<file path="src/rtl/serial_pkg.sv">
// Shared types and helpers for the serial word feeder.
package serial_pkg;

    typedef enum logic [1:0] {
        ST_IDLE   = 2'd0,
        ST_SHIFT  = 2'd1,
        ST_PARITY = 2'd2
    } state_t;

    localparam int DEFAULT_WIDTH = 8;

    function automatic int cnt_w(input int width);
        return $clog2(width);
    endfunction

endpackage

</file>
<file path="src/rtl/word_hold_buf.sv">
// Single-entry holding register for the feeder; the full flag gates din_ready.
module word_hold_buf #(
    parameter int WIDTH = 8
) (
    input  logic             clk,
    input  logic             rst,
    input  logic             i_load,
    input  logic             i_unload,
    input  logic [WIDTH-1:0] i_data,
    output logic [WIDTH-1:0] o_data,
    output logic             o_full,
    output logic             o_ready
);

    logic [WIDTH-1:0] r_data;
    logic             r_full;

    // load needs ready (empty) and unload needs full, so they never coincide
    always_ff @(posedge clk or posedge rst) begin
        if (rst) begin
            r_data <= '0;
            r_full <= 1'b0;
        end else if (i_load) begin
            r_data <= i_data;
            r_full <= 1'b1;
        end else if (i_unload) begin
            r_full <= 1'b0;
        end
    end

    assign o_data  = r_data;
    assign o_full  = r_full;
    assign o_ready = !r_full && !rst;

endmodule

</file>
<file path="src/rtl/serial_word_feeder.sv">
// Parallel-to-serial feeder: buffers up to two words and streams one bit per clock.
// Optional odd-parity trailer bit when SERIAL_FEEDER_PARITY_EN is defined.
module serial_word_feeder
    import serial_pkg::*;
#(
    parameter int WIDTH     = DEFAULT_WIDTH,
    parameter bit MSB_FIRST = 1'b1
) (
    input  logic             clk,
    input  logic             rst,
    input  logic [WIDTH-1:0] din,
    input  logic             din_valid,
    output logic             din_ready,
    output logic             data_out,
    output logic             bit_valid,
    output logic             word_done
);

    localparam int             CW   = cnt_w(WIDTH);
    localparam logic [CW-1:0]  LAST = CW'(WIDTH - 1);

    state_t           r_state, w_nxt_state;
    logic [WIDTH-1:0] r_shift, w_nxt_shift, w_shifted, w_hold_data, w_load_word;
    logic [CW-1:0]    r_cnt, w_nxt_cnt;
    logic             r_data_out, r_bit_valid, r_word_done;
    logic             w_nxt_data, w_nxt_done;
    logic             w_acc, w_word_end, w_direct, w_hold_wr, w_hold_rd;
    logic             w_hold_full, w_ready, w_load;
`ifdef SERIAL_FEEDER_PARITY_EN
    logic             r_par, w_nxt_par;
`endif

    word_hold_buf #(.WIDTH(WIDTH)) u_hold (
        .clk      (clk),
        .rst      (rst),
        .i_load   (w_hold_wr),
        .i_unload (w_hold_rd),
        .i_data   (din),
        .o_data   (w_hold_data),
        .o_full   (w_hold_full),
        .o_ready  (w_ready)
    );

    assign din_ready = w_ready;
    assign w_acc     = din_valid && w_ready;

`ifdef SERIAL_FEEDER_PARITY_EN
    assign w_word_end = (r_state == ST_PARITY);
`else
    assign w_word_end = (r_state == ST_SHIFT) && (r_cnt == LAST);
`endif

    // An accepted word bypasses the holding register only when the shifter frees up this edge
    assign w_direct    = (r_state == ST_IDLE) || (w_word_end && !w_hold_full);
    assign w_hold_wr   = w_acc && !w_direct;
    assign w_hold_rd   = w_word_end && w_hold_full;
    assign w_load      = w_hold_rd || (w_acc && w_direct);
    assign w_load_word = w_hold_rd ? w_hold_data : din;
    assign w_shifted   = MSB_FIRST ? {r_shift[WIDTH-2:0], 1'b0} : {1'b0, r_shift[WIDTH-1:1]};

    always_comb begin
        w_nxt_state = r_state;
        w_nxt_shift = r_shift;
        w_nxt_cnt   = r_cnt;
`ifdef SERIAL_FEEDER_PARITY_EN
        w_nxt_par   = r_par;
`endif
        case (r_state)
            ST_SHIFT: begin
                w_nxt_shift = w_shifted;
                w_nxt_cnt   = r_cnt + CW'(1);
                if (r_cnt == LAST) begin
                    w_nxt_cnt = '0;
`ifdef SERIAL_FEEDER_PARITY_EN
                    w_nxt_state = ST_PARITY;
`else
                    w_nxt_state = ST_IDLE;
`endif
                end
            end
            ST_PARITY: w_nxt_state = ST_IDLE;
            default: ;
        endcase
        if (w_load) begin
            w_nxt_shift = w_load_word;
            w_nxt_cnt   = '0;
            w_nxt_state = ST_SHIFT;
`ifdef SERIAL_FEEDER_PARITY_EN
            w_nxt_par   = ~^w_load_word;
`endif
        end
    end

    always_comb begin
        w_nxt_data = 1'b0;
        case (w_nxt_state)
            ST_SHIFT:  w_nxt_data = MSB_FIRST ? w_nxt_shift[WIDTH-1] : w_nxt_shift[0];
`ifdef SERIAL_FEEDER_PARITY_EN
            ST_PARITY: w_nxt_data = w_nxt_par;
`endif
            default:   w_nxt_data = 1'b0;
        endcase
`ifdef SERIAL_FEEDER_PARITY_EN
        w_nxt_done = (w_nxt_state == ST_PARITY);
`else
        w_nxt_done = (w_nxt_state == ST_SHIFT) && (w_nxt_cnt == LAST);
`endif
    end

    always_ff @(posedge clk or posedge rst) begin
        if (rst) begin
            r_state     <= ST_IDLE;
            r_shift     <= '0;
            r_cnt       <= '0;
            r_data_out  <= 1'b0;
            r_bit_valid <= 1'b0;
            r_word_done <= 1'b0;
        end else begin
            r_state     <= w_nxt_state;
            r_shift     <= w_nxt_shift;
            r_cnt       <= w_nxt_cnt;
            r_data_out  <= w_nxt_data;
            r_bit_valid <= (w_nxt_state != ST_IDLE);
            r_word_done <= w_nxt_done;
        end
    end

`ifdef SERIAL_FEEDER_PARITY_EN
    always_ff @(posedge clk or posedge rst) begin
        if (rst) r_par <= 1'b0;
        else     r_par <= w_nxt_par;
    end
`endif

    assign data_out  = r_data_out;
    assign bit_valid = r_bit_valid;
    assign word_done = r_word_done;

endmodule

</file>
<file path="config.mk">
export PLATFORM = sky130hd
export DESIGN_NAME = serial_word_feeder
export DESIGN_NICKNAME = d
export VERILOG_FILES = /design/src/rtl/serial_pkg.sv /design/src/rtl/word_hold_buf.sv /design/src/rtl/serial_word_feeder.sv
export SDC_FILE = /design/constraint.sdc
export NUM_CORES = 1
export LEC_CHECK = 0
export BUFFER_PORTS_ARGS = -buffer_cell sky130_fd_sc_hd__buf_2
export CORE_MARGIN = 3
export CORE_UTILIZATION = 26
export CTS_BUF_LIST = sky130_fd_sc_hd__clkbuf_2 sky130_fd_sc_hd__clkbuf_4 sky130_fd_sc_hd__clkbuf_8
export DETAILED_ROUTE_END_ITERATION = 12
export GPL_TIMING_DRIVEN = 0
export SETUP_SLACK_MARGIN = 0.02
export SYNTH_ARGS = -nofsm -noshare
export SYNTH_HDL_FRONTEND = slang
export SYNTH_SLANG_ARGS = --single-unit
</file>
<file path="constraint.sdc">
create_clock -name clk -period 4.7 [get_ports clk]
set_clock_uncertainty 0.2 [all_clocks]
set_input_delay 0.94 -clock clk [delete_from_list [all_inputs] [get_ports clk]]
set_output_delay 0.94 -clock clk [all_outputs]
set_load 0.02 [all_outputs]
</file>
==> results.yml, run 1 <==
power:
  power_frac_clock: 0.144
  internal_power_uw: 566
  power_switching_share: 0.354
  switchingPower_uw: 311
  leakagePower_nw: 0.797
  power_density_nw_per_um2: 574
  power_frac_comb: 0.442
  pwr-share-seq: 0.414
  peakVddDrop_uv: 202
  power.total_uw: 876
logic_synthesis:
  synth_enable_flop_cells: 0
  ys_top_cells_by_area: "dfrtp_1 (47%), mux2i_1 (20%), ha_1 (4.7%), mux2_2 (4.2%), mux2_1 (2.5%)"
  synth_cell_types: 28
  synthArstFlopShare: 1.00
  synth_area_um2: 1330
  ys_seq_elements: 25
  synth_nets: 118
  synth_cells: 102
  yosysTopAreaCell: "dfrtp_1"
  synth_warnings: 0
  ys_seq_area_frac: 0.472
  synth_commonest_cells: "mux2i_1 (26), dfrtp_1 (25), nand2_1 (6)"
  synth_top_area_frac: 0.472
  syn_area_per_cell_um2: 13.0
  synth_most_common_cell: "mux2i_1"
  ys.flop_type: "dfrtp_1"
timing:
  tightest_slew_ns: 0.947
  rsz0062_at_grt: "no"
  finalMaxSlewViolations: 0
  relSlewSlack: 0.368
  tns_ns: 0
  period_share: 0.535
  setup_viol: 0
  hold_violations: 0
  timing.fmax_mhz: 398
  period_minus_slack_ns: 2.51
setup_path:
  cp_num_buf_inv: 2
  max_stage_delay_ns: 0.18
  critPathMaxFanout: 3
  cp.arrival_ns: 1.37
  startpoint_type: "primary input"
  crit_start: "rst"
  r2r_cells: 5
  cpMostUsedCell: "buf_2"
  cp.required_ns: 3.56
  regToRegSetupSlack_ns: 2.73
  rr_startpoint: "r_cnt[0]"
  path_class: "in2out"
  end_kind: "output pin"
  crit_chain: "buf_2, nor2_4, buf_2"
  r2r_end: "r_shift[7]"
  slowest_stage: "buf_2"
  cp_top_family: "buffers and inverters"
clock_network:
  cts.sinks: 25
  cts_max_level: 1
  cts_buffer_depth: 2
  cts_root_buf: "clkbuf_8"
  cts_made_buffers: 3
  cts_hold_buf: 0
  cts_tree: "yes"
  clock_latency_ns: 0.26
  cts_setup_buffers: 0
  cts_resized: 0
  clkSlewWorstSetupHoldPaths_ns: 0.08
die:
  coreArea_um2: 4820
  dieArea_um2: 5990
  die_h_um: 77.4
  io_pins: 15
  die_w_um: 77.4
  initial_core_util: 0.275
  std_cell_rows: 25
final_layout:
  antenna_cells: 0
  regArea_um2: 626
  layout-drive-gt1-share: 0.300
  post-route-util: 0.317
  fin_nets: 137
  area_growth_pct: 15.1
  multi_input_area_um2: 654
  nFillCells: 520
min_path:
  holdPathStages: 1
  hold_start: "u_hold.o_data[6]"
  min_path_type: "reg2reg"
  hold_end: "u_hold.o_data[6]"
global_route:
  grt_pass1_vias: 852
  overflow: 0
  grt_pass1_wl_um: 3880
  groute.usage.overall: 0.0792
  antenna_found_initial: 0
  grt_max_degree: 26
drt:
  drcViolationCount: 0
  postRouteAntennaNets: 0
  drt_wl_total_um: 2060
  via_count: 791
  vias_per_cell: 4.23
  wl_per_cell_um: 11.0
  firstDrtPassIters: 2
  drt_iter0_markers: 26
place:
  hpwl_um: 1580
  io_buffers: 14
  gp_congestion: 0.747
run:
  cap_viol_max_count: 0
outcome:
  status: "finished, final reports clean"
-- per-layer routing --
layer / vias to the layer above / track usage / wire length [um]
met2: 14 / 0.133 / 994
met1: 375 / 0.0968 / 938
met4: 0 / 0.0214 / 19
met3: 2 / 0.0267 / 103
met5: - / 0 / 0
li1: 400 / - / -
-- per-stage QoR --
| stage | setup slack [ns] | instance area, um2 | instances | hold slack, ns |
|---|---|---|---|---|
| after floorplan | 2.44 | 1330 | 102 | 0.264 |
| after global placement | 2.19 | 1480 | 183 | 0.273 |
| after detailed placement | 2.18 | 1480 | 183 | 0.280 |
| after CTS | 2.18 | 1530 | 187 | 0.301 |
| after global routing | 2.15 | 1530 | 187 | 0.337 |
| final | 2.19 | 1530 | 187 | 0.297 |
-- cell families (layout without fill, tap and decap cells) --
kind of cell | count (synthesis) | after routing | synth area share
mux | 34 | 34 | 0.264
buf+inv | 8 | 26 | 0.0349
simple gates | 22 | 22 | 0.114
compound gates | 8 | 8 | 0.0679
flops | 25 | 25 | 0.472
fa+ha+maj | 5 | 5 | 0.0472
-- worst register-to-register path, delay by kind of cell (launching register included) --
kind                     cells  cell delay [ns]
AO/OA/AOI/OAI                1             0.35
adder cells (fa/ha/maj)      2             0.47
flip-flops                   1             0.42
multiplexers                 1             0.24
AND/OR/NAND/NOR              1             0.21
-- sequential cells by signal, indices dropped and copies added, names as in the netlist --
signal and count:
u_hold.o_full 1, data_out 1, r_cnt 3, r_state 2, r_shift 8, u_hold.o_data 8, bit_valid 1, word_done 1
-- cell type report --
class                      instances  area share
inverter                           5      0.0123
timing repair buffer              14      0.0459
multi-input combinational         69       0.429
clock buffer                       3      0.0270
clock inverter                     1     0.00328
sequential                        25       0.410
buffer                             3      0.0180
tap                               67      0.0549
-- worst max path at each step --
stage,slack (ns),to,cells past startpoint
final,2.19,din_ready,3
after global routing,2.15,din_ready,3
after CTS,2.18,din_ready,3
after detailed placement,2.18,din_ready,3
after global placement,2.19,din_ready,3
after floorplan,2.44,din_ready,1
-- layout by cell type (no fill, tap or decap), drive strengths merged, types with 3 or more instances in the layout --
cell type / synthesis / routed
mux2i: 26 / 26
dfrtp: 25 / 25
buf: 3 / 17
mux2: 8 / 8
nand2: 6 / 6
nor2: 6 / 6
inv: 5 / 5
ha: 5 / 5
clkbuf: 0 / 3
nor2b: 3 / 3
-- power by group through the flow --
stage | Clock (mW) | Combinational [mW] | Sequential [mW]
floorplan | 0 | 0.320 | 0.367
global placement | 0 | 0.383 | 0.365
detailed placement | 0 | 0.395 | 0.369
CTS | 0.134 | 0.396 | 0.365
global route | 0.142 | 0.436 | 0.380
finish | 0.126 | 0.387 | 0.363
Note: power is estimated with default switching activity, not from simulation.
==> run 2, diff against run 1 <==
Settings changed: ABC_AREA set to 1.
Clock period 4.7 ns to 2.3 ns, I/O delays scaled along.
==> run 2 against run 1 <==
Sequential power increased by 100%. Clock power up 130%. Via count is 35% higher. Register-to-register slack worse by 2.4 ns. Total power grew 99%. Worst setup slack worse by 1.8 ns. Synthesized cell count increased by 59%. Non-clock buffer count rose by 3. Critical path depth grew 3. Largest cell class is now sequential cells. Largest power group is now registers.
==> results.yml, run 2 <==
setup_path:
  critPathMaxFanout: 10
  cp.arrival_ns: 1.94
  end_kind: "flip-flop"
  path_class: "reg2reg"
  startpoint_type: "flip-flop"
  cp.required_ns: 2.31
die:
  die_w_um: 77.9
  std_cell_rows: 25
  io_pins: 15
  initial_core_util: 0.277
  die_h_um: 77.9
  coreArea_um2: 4850
  dieArea_um2: 6070
logic_synthesis:
  synth_area_um2: 1350
  synth_warnings: 0
  yosysTopAreaCell: "dfrtp_1"
  synthArstFlopShare: 1.00
  ys.flop_type: "dfrtp_1"
  synth_cell_types: 23
  synth_top_area_frac: 0.465
  synth_commonest_cells: "nand2_1 (51), dfrtp_1 (25), inv_1 (18)"
  ys_top_cells_by_area: "dfrtp_1 (47%), nand2_1 (14%), o21ai_2 (5.2%), inv_1 (5.0%), ha_1 (4.7%)"
  synth_most_common_cell: "nand2_1"
  synth_enable_flop_cells: 0
  synth_nets: 178
  synth_cells: 162
  ys_seq_elements: 25
  syn_area_per_cell_um2: 8.30
  ys_seq_area_frac: 0.465
place:
  io_buffers: 14
  place_ws_ns: 0.382
  placed_area_um2: 1500
  hpwl_um: 1890
  gp_congestion: 0.768
run:
  cap_viol_max_count: 0
timing:
  timing.fmax_mhz: 519
  finalMaxSlewViolations: 0
  period_share: 0.838
  rsz0062_at_grt: "no"
  worst_slack_ns: 0.373
  relSlewSlack: 0.337
  hold_violations: 0
  period_minus_slack_ns: 1.93
  setup_viol: 0
  tightest_slew_ns: 0.994
  tns_ns: 0
drt:
  drt_iter0_markers: 75
  via_count: 1069
  postRouteAntennaNets: 0
  vias_per_cell: 4.33
  drcViolationCount: 0
  wl_per_cell_um: 10.8
  drt_wl_total_um: 2680
  firstDrtPassIters: 4
global_route:
  groute.usage.overall: 0.100
  overflow: 0
  grt_max_degree: 26
  grt_pass1_vias: 1115
  grt_pass1_wl_um: 4970
  antenna_found_initial: 0
power:
  power_density_nw_per_um2: 1130
  peakVddDrop_uv: 442
  power.total_mw: 1.74
  leakagePower_nw: 0.826
clock_network:
  clock_latency_ns: 0.28
  cts.sinks: 25
  cts_resized: 0
  cts_made_buffers: 3
  cts_max_level: 1
  cts_buffer_depth: 2
  cts_root_buf: "clkbuf_8"
  cts_tree: "yes"
  clkSlewWorstSetupHoldPaths_ns: 0.09
  cts_setup_buffers: 0
  cts_hold_buf: 0
final_layout:
  fin_area_um2: 1550
  final_common_cell: "nand2_1"
  fin_nets: 197
  antenna_cells: 0
  layout-drive-gt1-share: 0.222
  area_growth_pct: 15.1
  final_cell_mix: "nand2_1 (51), dfrtp_1 (25), inv_1 (18), buf_2 (15), nand4_1 (10)"
min_path:
  min_path_type: "in2reg"
outcome:
  status: "finished, final reports clean"
[run 2: cell count changes after synthesis, sizes merged, moves of 10 or more]
cell   change
nand3     +10
o21ai     +16
inv       +14
nand2     +48
mux2i     -26
nand4     +10
[run 2: final timing paths]
path | slack (ns) | depth (start not counted) | startpoint | endpoint
setup / recovery | 0.37 | 6 | r_cnt[0] | word_done
hold / removal | 0.23 | 3 | din[1] | u_hold.o_data[1]
setup reg to reg | 0.37 | 6 | r_cnt[0] | word_done
hold reg to reg | 0.29 | 2 | u_hold.o_data[6] | u_hold.o_data[6]
max in group asynchronous | 1.06 | 2 | rst | r_shift[6]
min in group asynchronous | 0.24 | 2 | rst | r_shift[4]
[run 2: area by class of cell]
type | count | area (um2)
sequential | 25 | 626
tap | 67 | 83.8
fill | 525 | 3300
clock buffer | 4 | 48.8
buffer | 6 | 46.3
multi-input combinational | 111 | 598
timing repair buffer | 14 | 70.1
inverter | 20 | 75.1
[run 2: worst max-delay path, stage by stage (launching register included)]
cell      delay, ns
dfrtp_1        0.41
ha_1           0.21
ha_1           0.24
nand3_2        0.18
clkbuf_1       0.38
nand4_1        0.15
nor2_1         0.10
[run 2: per-layer routing]
layer | vias up | track usage | share of wire
met2 | 18 | 0.164 | 0.45
met4 | 0 | 0.0367 | 0.016
met5 | - | 0 | 0
met1 | 485 | 0.130 | 0.50
met3 | 5 | 0.0220 | 0.035
li1 | 561 | - | -
[run 2: power by group]
| group | leakage (nW) | switching, mW | internal [mW] |
|---|---|---|---|
| clock | 0.0262 | 0.149 | 0.136 |
| sequential | 0.313 | 0.109 | 0.633 |
| combinational | 0.487 | 0.430 | 0.287 |
| total | 0.826 | 0.687 | 1.06 |
[run 2: stage by stage]
stage	hold slack [ns]	util	std cells
after floorplan	0.250	-	162
after global placement	0.262	0.309	243
after detailed placement	0.269	0.309	243
after CTS	0.236	0.319	247
after global routing	0.254	0.319	247
final	0.234	0.319	247
[run 2: kinds of logic (layout without fill, tap and decap cells)]
family / after synthesis / count (layout) / share of synthesized area
and+or+nand+nor: 89 / 89 / 0.313
AOI/OAI and AO/OA: 17 / 17 / 0.0856
buffers and inverters: 26 / 44 / 0.0902
adders and majority gates: 5 / 5 / 0.0465
DFF: 25 / 25 / 0.465
==> run 3, diff against run 2 <==
Settings changed: ABC_AREA 1 to 0.
Clock period 2.3 ns to 1.9 ns, I/O delays scaled along.
==> run 3 against run 2 <==
Worst hold slack got worse by 0.097 ns. Sequential cell count stayed put. Sequential power rose by 21%. Register-to-register slack got worse by 0.31 ns. Critical path depth is 1 lower. Via count is 22% lower. Fmax is 5.1% higher. Worst setup slack lost 0.31 ns. Non-clock buffer count unchanged. Total power up 34%. Sequential share of layout area down 1.6 points. Cell count is 23% lower. Largest power group is now combinational cells. Highest routed layer unchanged.
==> results.yml, run 3 (synthesized netlist as in run 1, its figures left out) <==
drt:
  via_count: 832
  postRouteAntennaNets: 0
  drcViolationCount: 0
  drt_iter0_markers: 33
  drt_wl_total_um: 2390
  firstDrtPassIters: 3
  wl_per_cell_um: 12.5
  vias_per_cell: 4.36
clock_network:
  cts_max_level: 1
  clkSlewWorstSetupHoldPaths_ns: 0.09
  cts_buffer_depth: 2
  cts_made_buffers: 3
  clock_latency_ns: 0.27
  cts_root_buf: "clkbuf_8"
  cts_tree: "yes"
  cts.sinks: 25
place:
  placed_area_um2: 1480
  gp_congestion: 0.747
  hpwl_um: 1580
  dp.cells: 183
  io_buffers: 14
setup_path:
  end_kind: "flip-flop"
  cp_num_buf_inv: 0
  cp.required_ns: 1.86
  critPathMaxFanout: 6
  cp_top_family: "adder cells"
  startpoint_type: "flip-flop"
  r2r_cells: 5
  slowest_stage: "dfrtp_1"
  crit_chain: "ha_1, ha_4, nand2_2, nand4b_2, mux2_2"
  cp.arrival_ns: 1.79
  path_class: "reg2reg"
  cp_num_cells: 5
  max_stage_delay_ns: 0.39
final_layout:
  instances_no_fill: 191
  antenna_cells: 0
  regArea_um2: 626
  fin_area_um2: 1610
  layout-drive-gt1-share: 0.347
  final_cell_mix: "mux2i_1 (25), dfrtp_1 (25), buf_2 (15)"
  multi_input_area_um2: 704
  area_growth_pct: 21.5
  fin_nets: 141
  nFillCells: 514
global_route:
  grt_pass1_vias: 872
  grt_max_degree: 26
  overflow: 0
  groute.usage.overall: 0.0873
  grt_pass1_wl_um: 4200
  antenna_found_initial: 0
timing:
  finalMaxSlewViolations: 0
  tightest_slew_ns: 0.964
  timing.fmax_mhz: 545
  hold_violations: 0
  period_share: 0.965
  setup_viol: 0
  relSlewSlack: 0.356
  period_minus_slack_ns: 1.83
  rsz0062_at_grt: "no"
  tns_ns: 0
power:
  leakagePower_nw: 0.799
  power_density_nw_per_um2: 1450
  peakVddDrop_uv: 509
die:
  coreArea_um2: 4820
  die_h_um: 77.4
  dieArea_um2: 5990
  initial_core_util: 0.275
  std_cell_rows: 25
  die_w_um: 77.4
  io_pins: 15
min_path:
  min_path_type: "in2reg"
  holdPathStages: 2
outcome:
  status: "finished, final reports clean"
run:
  cap_viol_max_count: 0
run 3: changes by cell type in the layout (fill, tap and decap cells not counted), moves of 8 or more:
cell and change:
nand4_1 -10, o21ai_2 -8, inv_1 -13, nand2_1 -46, nand3_1 -8, mux2i_1 +25
run 3: layout make-up:
| class | count | area share |
|---|---|---|
| inverters | 5 | 0.0116 |
| well taps | 67 | 0.0520 |
| plain buffers | 3 | 0.0171 |
| repair buffers | 17 | 0.0652 |
| multi-input cells | 70 | 0.437 |
| clock buffers | 3 | 0.0256 |
| clock inverters | 1 | 0.00311 |
| flip-flops and latches | 25 | 0.388 |
run 3: what timing repair did:
action / in CTS / in global routing
setup buffers: 1 / 2
setup endpoints to repair: 18 / 9
hold endpoints to repair: 0 / 0
pin swaps: 2 / 0
resized for setup: 2 / 4
hold buffers: 0 / 0
cloned: 1 / 0
run 3: path summary, 6_finish.rpt:
path	endpoint	slack (ns)	startpoint
max	u_hold.o_data[2]	0.07	r_cnt[0]
min in group asynchronous	bit_valid	0.16	rst
min	u_hold.o_data[4]	0.14	din[4]
min reg2reg	u_hold.o_data[6]	0.30	u_hold.o_data[6]
max in group asynchronous	u_hold.o_data[1]	0.75	rst
max reg2reg	u_hold.o_data[2]	0.07	r_cnt[0]
run 3: routing by layer:
layer / vias to the layer above / part of all wire / track usage
li1: 412 / - / -
met1: 404 / 0.48 / 0.116
met2: 14 / 0.47 / 0.138
met3: 2 / 0.043 / 0.0267
met4: 0 / 0.0079 / 0.0214
met5: - / 0 / 0
run 3: report_power, final:
part | total [mW] | switching [mW] | internal [mW]
Combinational | 1.12 | 0.556 | 0.565
Clock | 0.316 | 0.170 | 0.147
Sequential | 0.896 | 0.123 | 0.774
run 3: metrics by stage:
stage | worst slack, ns | utilization | hold slack (ns) | power [mW]
floorplan | 0.129 | - | 0.207 | 1.70
CTS | 0.0357 | 0.325 | 0.128 | 2.29
detailed placement | -0.0510 | 0.307 | 0.280 | 1.89
finish | 0.0662 | 0.335 | 0.137 | 2.33
global route | 0.0139 | 0.335 | 0.138 | 2.53
global placement | -0.0153 | 0.307 | 0.273 | 1.85
